===== src/rtl/kgp_pkg.sv =====
// kgp_pkg
// Shared definitions for the KGP-RISC datapath blocks.
//   MODE_FIXED / MODE_RR : arbitration mode encodings for the mode input
//   clog2()              : ceiling log2, usable in parameter expressions
package kgp_pkg;

   localparam logic MODE_FIXED = 1'b0;
   localparam logic MODE_RR    = 1'b1;

   // Smallest r with 2**r >= value; callers guarantee value >= 2.
   function automatic int clog2(input int value);
      int r;
      r = 0;
      while ((1 << r) < value) begin
         r = r + 1;
      end
      return r;
   endfunction

endpackage


===== src/rtl/rr_arbiter.sv =====
// rr_arbiter
// Combinational arbiter: fixed priority (lowest index wins) or round-robin
// starting at ptr and scanning upward modulo N.
// Ports:
//   mode        : MODE_FIXED or MODE_RR
//   req         : per-channel request vector
//   ptr         : round-robin start index, always < N
//   grant       : one-hot grant, zero when nothing requests
//   grant_idx   : encoded index of the granted channel
//   grant_valid : some channel was granted
module rr_arbiter
   import kgp_pkg::*;
#(
   parameter  int N    = 4,
   localparam int SELW = clog2(N)
) (
   input  logic            mode,
   input  logic [N-1:0]    req,
   input  logic [SELW-1:0] ptr,
   output logic [N-1:0]    grant,
   output logic [SELW-1:0] grant_idx,
   output logic            grant_valid
);

   // Walk the channels in priority order; the first requester wins. In
   // round-robin mode the walk starts at ptr and wraps at N, so indices
   // at or above N are never visited.
   always_comb begin
      grant       = '0;
      grant_idx   = '0;
      grant_valid = 1'b0;
      for (int k = 0; k < N; k++) begin
         int pos;
         pos = (mode == MODE_RR) ? int'(ptr) + k : k;
         if (pos >= N) begin
            pos = pos - N;
         end
         if (!grant_valid && req[pos]) begin
            grant[pos]  = 1'b1;
            grant_idx   = SELW'(pos);
            grant_valid = 1'b1;
         end
      end
   end

endmodule


===== src/rtl/arb_mux_n1.sv =====
// arb_mux_n1
// Registered N:1 arbitrating multiplexer with valid/ready on every channel
// and a one-entry output register.
// Ports:
//   clk, rst   : clock, synchronous active-high reset
//   mode       : 0 = fixed priority, 1 = round-robin
//   in_valid   : per-channel request
//   in_data    : channel i in bits [i*WIDTH +: WIDTH]
//   in_ready   : one-hot accept, zero when stalled or in reset
//   out_valid  : output register holds a word
//   out_data   : data of the granted channel
//   out_sel    : index of the channel that produced out_data
//   out_ready  : consumer takes the word this cycle
module arb_mux_n1
   import kgp_pkg::*;
#(
   parameter  int WIDTH = 32,
   parameter  int N     = 4,
   localparam int SELW  = clog2(N)
) (
   input  logic               clk,
   input  logic               rst,
   input  logic               mode,
   input  logic [N-1:0]       in_valid,
   input  logic [N*WIDTH-1:0] in_data,
   output logic [N-1:0]       in_ready,
   output logic               out_valid,
   output logic [WIDTH-1:0]   out_data,
   output logic [SELW-1:0]    out_sel,
   input  logic               out_ready
);

   logic [SELW-1:0] ptr;
   logic [SELW-1:0] ptr_next;
   logic [N-1:0]    grant;
   logic [SELW-1:0] grant_idx;
   logic            grant_valid;
   logic            load;
   logic            transfer;

   rr_arbiter #(.N(N)) u_arbiter (
      .mode        (mode),
      .req         (in_valid),
      .ptr         (ptr),
      .grant       (grant),
      .grant_idx   (grant_idx),
      .grant_valid (grant_valid)
   );

   // The register can take a new word when it is empty or being drained
   // this same cycle, which gives back-to-back transfers with no bubble.
   // Nothing is accepted while reset is asserted.
   always_comb begin
      load     = !out_valid || out_ready;
      in_ready = (load && !rst) ? grant : '0;
      transfer = grant_valid && load && !rst;
      ptr_next = (grant_idx == SELW'(N - 1)) ? '0 : grant_idx + 1'b1;
   end

   // Output register and round-robin pointer. The pointer advances on
   // every transfer regardless of mode so a switch to round-robin resumes
   // just after the last granted channel.
   always_ff @(posedge clk) begin
      if (rst) begin
         out_valid <= 1'b0;
         out_data  <= '0;
         out_sel   <= '0;
         ptr       <= '0;
      end else if (load) begin
         if (transfer) begin
            out_valid <= 1'b1;
            out_data  <= in_data[int'(grant_idx)*WIDTH +: WIDTH];
            out_sel   <= grant_idx;
            ptr       <= ptr_next;
         end else begin
            out_valid <= 1'b0;
         end
      end
   end

endmodule


===== config.mk =====
export PLATFORM = sky130hd
export DESIGN_NAME = arb_mux_n1
export DESIGN_NICKNAME = d
export VERILOG_FILES = /design/src/rtl/kgp_pkg.sv /design/src/rtl/rr_arbiter.sv /design/src/rtl/arb_mux_n1.sv
export SDC_FILE = /design/constraint.sdc
export NUM_CORES = 1
export LEC_CHECK = 0
export CAP_MARGIN = 20
export CORE_AREA = 2 2 93 95
export DETAILED_ROUTE_END_ITERATION = 7
export DIE_AREA = 0 0 95 97
export GPL_TIMING_DRIVEN = 0
export PLACE_DENSITY_LB_ADDON = 0.15
export SYNTH_ARGS = -nofsm -noshare
export SYNTH_HDL_FRONTEND = slang
export SYNTH_SLANG_ARGS = --single-unit

===== constraint.sdc =====
create_clock -name clk -period 2 [get_ports clk]
set_input_delay 0.4 -clock clk [delete_from_list [all_inputs] [get_ports clk]]
set_output_delay 0.4 -clock clk [all_outputs]
set_load 0.005 [all_outputs]

Yosys cells after proc, flatten, opt, wreduce, memory -nomap -nowiden
Index checks and enable logic that the tools add are counted.

Flip-flop bits (word level): 37. Output and inout port bits: 39. Logic and storage cells: 89.

$add $sub $neg: 8. Order comparisons: 12. Equality and inequality tests: 1. Shifts and indexed selects: 1. Muxes and demuxes: 43. Bitwise operators: 3. Reductions and logical operators: 17.

Operators by type and width (count): $mux 32 (7); $ge 32x1->1 const B (4); $ge 32x4->1 const B (4); $lt 32x4->1 const B (4); $shiftx 128x8->32 (1); $sub 32x4->32 const B (4); $mux 4 (5); $mux 1 (17); $mux 2 (6); $or 4x4->4 (3); $logic_and 1x1->1 (10); $bmux 1 s2 (4); $demux 1 s2 (4); $add 2x2->3 const B (2); $logic_not 1->1 (5); $add 2x1->3 const B (1); $add 2x1->2 const B (1); $eq 2x2->1 const B (1); $reduce_and 2->1 (1); $logic_or 1x1->1 (1).

Logic depth before layout (Yosys ltp)
Gate-level depths: netlist of the first run.

Depth after elaboration: 19. Depth in mapped cells: 11. Mapped depth without buffers: 7.

By module
A second synthesis of the first run with hierarchy kept.

Cells, all modules: 270. Area total of the unflattened synthesis: 2723.9 sq um.

By module, submodules not included: arb_mux_n1 (instances 1, cells each 219, area an instance 2366.0 sq um, sequential area each 740.7 sq um); rr_arbiter (instances 1, cells each 51, area an instance 357.8 sq um, sequential area each 0.0 sq um).

Least setup slack after synthesis of the first run
No wires, ideal clock.

Kind: register -> output. Start point: reg ptr[0]. End point: out in_ready[3]. Data arrival time: 1.663 ns. Data required time: 1.600 ns. Slack: -0.063 ns. Cell stages (with the launch flop): 9. Path buffers: 1. Path through: dfxtp_1 buf_6 or3_1 o221a_2 a221oi_1 nand3_1 o21ai_0 nand3_1 a21oi_1.

Longest elaborated chain between the ends: 17. Elaborated cells on any way between the ends: 68. Those cells by class: add/sub (7); order compare (12); mux (36); bitwise (3); reduce/logical (10).

Ends and longest elaborated chain: start: declaration (RTL line arb_mux_n1.sv:33) `logic [SELW-1:0] ptr;`; start signal: assignment (RTL line arb_mux_n1.sv:74) `ptr <= ptr_next;`; branches (longest 15 deep; another with $sub 32x4->32); $mux 4 * (RTL line rr_arbiter.sv:38) `if (!grant_valid && req[pos]) begin`; $mux 4 * (RTL line arb_mux_n1.sv:55) `in_ready = (load && !rst) ? grant : '0;`; end: declaration (RTL line arb_mux_n1.sv:26) `output logic [N-1:0] in_ready,`.

Mark *: on every way between the ends. The select of a mux whose other input is x is not followed.

Worst setup path after layout of the first run
Same ends and word-level chain as after synthesis.

==> impl_metrics.ini, run 1 <==
[route]
dr_wl_met3_um = 997
viasPerCell = 5.33
drc = 0
first_iter_violations = 70
avgRoutedWirePerCell_um = 18.7
ant_nets = 0
m1WireLength_mm = 4.38
num_vias = 3314
top_layer = met4
wl_met2_mm = 6.11
routed_wl_mm = 11.7
firstDrtPassIters = 5

[place]
hpwl_mm = 8.14
port_buffers = 172
dp_cells = 574
place.gp.congestion = 0.897

[outcome]
violations = negative setup slack
status = finished, violations left

[finish]
fin_util_pct = 67.6
syn2layout_area_growth_pct = 100
antenna_cells = 0
mostFrequentLayoutCells = 165 x clkdlybuf4s50_1, 53 x mux2i_1, 41 x nand2_1, 39 x buf_4, 35 x dfxtp_1
final_cells = 622
final_common_cell = clkdlybuf4s50_1
drive_gt1_share_pct = 26.5
final_nets = 652
fillers = 662

[global_route]
grt_pass1_wl_mm = 16.1
gr-total-overflow = 0
antenna_found_initial = 0
grt_pass1_vias = 3131
track_usage_pct = 22.3
grt_start_max_net_pins = 13

[job]
drv_cap = 0

[sta]
relSlewSlack_pct = 72.2
rsz0062_at_grt = true
finalWorstSetupSlack_ns = -0.597
drv_slew = 0
min_period_over_period_pct = 130
tightest_slew_ns = 0.417
fmax_mhz = 385
hold_viol = 0
hold_ws_ns = 0.470
clock_skew_ns = 0.00290
setup_viol = 40
tns_ns = -15.74
period_needed_ns = 2.60

[setup_path]
critPathSlowestCell = or3_4
reg2reg_slack_ns = -0.57
required_ns = 1.60
cp-start-kind = register
slowest_delay_ns = 0.38
critPathMaxFanout = 7
cp-startpoint = ptr[0]
crit_top_cell = nand3_1
reg2reg_to = ptr[1]
r2r_cells = 14
crit_end = in_ready[3]
critPathArrivalTime_ns = 2.20
crit_chain = buf_6 > or3_4 > o221a_4 > a221oi_4 > nand3_1 > o21ai_1 > nand3_1 > a21oi_2 > buf_2
crit_type = reg2out
regToRegStartpoint = ptr[1]
worstSetupEndpointType = output pin

[pwr]
total_power_w = 0.00553
power.leakage_nw = 2.30
power.density_nw_per_um2 = 1010
ir_drop_mv = 0.389

[cts]
clkLatencyLatePin_ns = 0.29
cts.hold.buffers_added = 0
tritoncts = yes
numCtsBuffers = 5
clkTransAtPathRegs_ns = 0.08
cts_max_level = 2
numClockSinks = 37
root_buffer = clkbuf_8
cts_buffer_depth = 2

[floorplanning]
fp.dieW_um = 95
num_rows = 33
core_um2 = 8130
die_h_um = 97
io_pins = 175
initial_utilization_pct = 33.7
die_area_um2 = 9220

[hold_path]
hold_depth = 2
min_path_type = reg2reg

[logic_synthesis]
syn_area_um2 = 2740
yosysWarnings = 0
ys_seq_elements = 37
yosysSeqAreaShare_pct = 27.0
synth_flop_cell = dfxtp_1
avgSynthCellArea_um2 = 9.23
ys_types = 49
syn_inst = 297
synth_edf_count = 0
synth-async-reset-ratio_pct = 0
syn_nets = 433
[where the power goes]
group	switching, W	total (W)	leakage (nW)	internal, W
logic	0.00152	0.00382	1.94	0.00230
registers	0.000130	0.00112	0.309	0.000995
clock network	0.000305	0.000585	0.0512	0.000280
total	0.00195	0.00553	2.30	0.00358
[logic make-up (layout without fill, tap and decap cells)]
family | count (synthesis) | after routing | synth area share [%]
and+or+nand+nor | 92 | 92 | 17.0
AOI/OAI and AO/OA | 71 | 71 | 21.2
muxes | 67 | 67 | 24.5
DFF | 37 | 37 | 27.0
buffers and inverters | 30 | 250 | 10.4
[what timing repair did]
| action | CTS | global route |
|---|---|---|
| setup buffers | 25 | 9 |
| gates resized for setup | 69 | 36 |
| gates cloned | 3 | 6 |
| setup endpoints to repair | 40 | 40 |
| hold endpoints to repair | 0 | 0 |
| pin swaps | 20 | 28 |
[synth_stat cells, types with 3 or more instances]
cell      count  area [um^2]
nand2_1      45          169
buf_12        7          140
and2_1        3         18.8
a32oi_1       3         26.3
a21oi_1       9         45.0
buf_6         3         33.8
mux2i_1      67          671
nor2_1        9         33.8
o21ai_0       7         35.0
buf_2        11         55.1
nand2b_1      6         37.5
nand3_1       6         30.0
nor3_1        4         20.0
dfxtp_1      37          741
buf_4         6         45.0
o221ai_1     32          280
[stage by stage]
stage	setup WS [ns]	area [um^2]
finish	-0.597	5500
global placement	-1.30	4630
CTS	-0.595	5120
global route	-0.697	5500
detailed placement	-1.34	4630
floorplan	-0.00277	2770
[worst min path at each step]
| stage | from | slack (ns) | endpoint |
|---|---|---|---|
| after detailed placement | out_data[8] | 0.45 | out_data[8] |
| after global placement | out_data[27] | 0.44 | out_data[27] |
| after floorplan | out_data[0] | 0.46 | out_data[0] |
| after global routing | out_data[2] | 0.50 | out_data[2] |
| final | out_data[11] | 0.47 | out_data[11] |
| after CTS | out_data[8] | 0.47 | out_data[8] |
[worst max-delay path: cells and delay by family (launching register included)]
family	cells	cell delay (ns)
AO/OA/AOI/OAI	4	0.73
buffers and inverters	2	0.27
flip-flops	1	0.32
AND/OR/NAND/NOR	3	0.59
[per-layer routing]
metal	up-vias	track usage [%]
li1	1574	-
met1	1573	25.2
met2	147	40.9
met3	20	5.84
met4	0	5.13
met5	-	0
[layout make-up]
type | instances | area [um^2] | share of cell area (%)
Buffer | 27 | 314 | 5.71
Clock buffer | 6 | 82.6 | 1.50
Clock inverter | 2 | 13.8 | 0.250
Inverter | 2 | 7.51 | 0.137
Multi-Input combinational cell | 230 | 2020 | 36.8
Sequential cell | 37 | 743 | 13.5
Tap cell | 105 | 131 | 2.39
Timing Repair Buffer | 213 | 2180 | 39.7
[sequential cells by signal, summed over array words and instances, names as in the netlist]
name	count
out_data	32
out_sel	2
out_valid	1
ptr	2
No activity file was read; power rests on OpenSTA's default activity.
==> run 2, diff against run 1 <==
- CORE_AREA: 2 2 93 95 -> 2 2 82 84
- DIE_AREA: 0 0 95 97 -> 0 0 84 86
- DONT_BUFFER_PORTS: unset -> 1
==> run 2 against run 1 <==
Compared with the run above: the flow still finishes with violations (negative setup slack); first-iteration DRC count grew 1.4%; count of clock-buffer cells in the layout is the same; global-route usage grew 0.44 points; sequential power grew 8%; clock skew is essentially flat; critical path type unchanged; highest routed layer unchanged.
==> impl_metrics.ini, run 2 (synthesized netlist as in run 1, its figures left out) <==
[outcome]
status = finished, violations left
violations = negative setup slack

[global_route]
gr-total-overflow = 0
antenna_found_initial = 0
grt_pass1_vias = 2559
grt_start_max_net_pins = 13
track_usage_pct = 22.7
grt_pass1_wl_mm = 13.2

[sta]
drv_slew = 0
tightest_slew_ns = 0.573
period_needed_ns = 2.52
finalWorstSetupSlack_ns = -0.522
setup_viol = 40
relSlewSlack_pct = 61.8
clock_skew_ns = 0.00249
hold_viol = 0
min_period_over_period_pct = 126
rsz0062_at_grt = true
fmax_mhz = 396
tns_ns = -15.73

[floorplanning]
initial_utilization_pct = 43.7
core_um2 = 6280
die_h_um = 86
io_pins = 175
num_rows = 29
fp.dieW_um = 84
die_area_um2 = 7220

[setup_path]
crit_type = reg2out
required_ns = 1.60
cp-start-kind = register
worstSetupEndpointType = output pin
critPathMaxFanout = 5
r2r_cells = 12
critPathArrivalTime_ns = 2.12

[hold_path]
hold_depth = 1
min_path_type = in2reg

[finish]
final_common_cell = mux2i_1
fillers = 542
mostFrequentLayoutCells = 57 x mux2i_1, 41 x nand2_1, 36 x dfxtp_1, 30 x o221ai_1, 22 x buf_4
largestRegisters = out_data (32), out_sel (2), ptr (2)
final_cells = 418
syn2layout_area_growth_pct = 34.8
antenna_cells = 0
largest_reg_flops = 32
top_register = out_data
final_nets = 476
drive_gt1_share_pct = 37.8

[pwr]
p_clk_share_pct = 12.3
p_seq_share_pct = 26.2
total_power_w = 0.00463
p_int_w = 0.00285
p_sw_share_pct = 38.4
power.density_nw_per_um2 = 1250
p_comb_share_pct = 61.5
switching_power_w = 0.00178
power.leakage_nw = 1.62
ir_drop_mv = 0.585

[route]
ant_nets = 0
routed_wl_mm = 8.95
viasPerCell = 6.18
first_iter_violations = 71
num_vias = 2583
drc = 0
firstDrtPassIters = 4
avgRoutedWirePerCell_um = 21.4

[place]
port_buffers = 0
preCtsSetupSlack_ns = -0.442
hpwl_mm = 5.86
place.gp.congestion = 0.909
dp_cells = 374

[cts]
numClockSinks = 37
clkLatencyLatePin_ns = 0.29
tritoncts = yes
numCtsBuffers = 5
cts_max_level = 2
cts_buffer_depth = 2
clkTransAtPathRegs_ns = 0.08
root_buffer = clkbuf_8
cts.hold.buffers_added = 0

[job]
drv_cap = 0
[run 2: changes by cell type in the layout (fill, tap and decap cells not counted), moves of 3 or more]
| cell | delta |
|---|---|
| mux2i_1 | +4 |
| clkbuf_16 | -3 |
| buf_6 | +6 |
| clkdlybuf4s50_1 | -165 |
| buf_4 | -17 |
| mux2i_4 | -5 |
| clkbuf_4 | +3 |
[run 2: final timing paths]
path | startpoint | to | slack [ns]
max | ptr[1] | in_ready[1] | -0.52
min | rst | out_sel[1] | 0.17
max reg2reg | ptr[1] | out_data[24] | -0.47
min reg2reg | out_data[23] | out_data[23] | 0.50
[run 2: per-layer routing]
metal / part of all wire [%] / track usage, % / vias up
met3: 7.1 / 5.49 / 9
met2: 53 / 40.9 / 120
met4: 0.90 / 4.69 / 0
met1: 39 / 27.6 / 1234
li1: - / - / 1220
met5: 0 / 0 / -
[run 2: layout make-up]
type / instances / area (um^2) / share of cell area, %
well taps: 77 / 96.3 / 2.61
inverters: 2 / 7.51 / 0.203
repair buffers: 36 / 423 / 11.4
plain buffers: 28 / 305 / 8.26
multi-input cells: 230 / 2030 / 54.8
clock buffers: 6 / 82.6 / 2.23
clock inverters: 2 / 13.8 / 0.372
flip-flops and latches: 37 / 742 / 20.1
[run 2: repair_timing]
action,CTS,global route
pin swaps,15,42
resized for setup,36,48
setup endpoints to repair,38,40
hold endpoints to repair,0,0
gates cloned,8,3
buffers inserted,20,11
[run 2: critical path, stage by stage, from the launching register on]
cell and delay [ns]:
dfxtp_2 0.34, buf_6 0.12, or3_4 0.36, o221a_4 0.13
buf_4 0.14, buf_6 0.12, o21ai_1 0.13, a32oi_2 0.14
a21oi_2 0.15, nor2_1 0.07, nor2_1 0.13
[run 2: power groups by stage]
stage / logic (W) / clock network, W / registers [W]
after floorplan: 0.00162 / 0 / 0.00115
after global placement: 0.00189 / 0 / 0.00122
after detailed placement: 0.00191 / 0 / 0.00122
after CTS: 0.00270 / 0.000586 / 0.00121
after global routing: 0.00303 / 0.000630 / 0.00124
final: 0.00285 / 0.000568 / 0.00121
[run 2: stage by stage]
stage | cell area (um^2) | hold slack (ns) | util, %
finish | 3700 | 0.166 | 58.9
global placement | 2870 | 0.471 | 45.7
CTS | 3460 | 0.161 | 55.1
detailed placement | 2870 | 0.472 | 45.7
floorplan | 2770 | 0.457 | -
global route | 3700 | 0.148 | 58.9
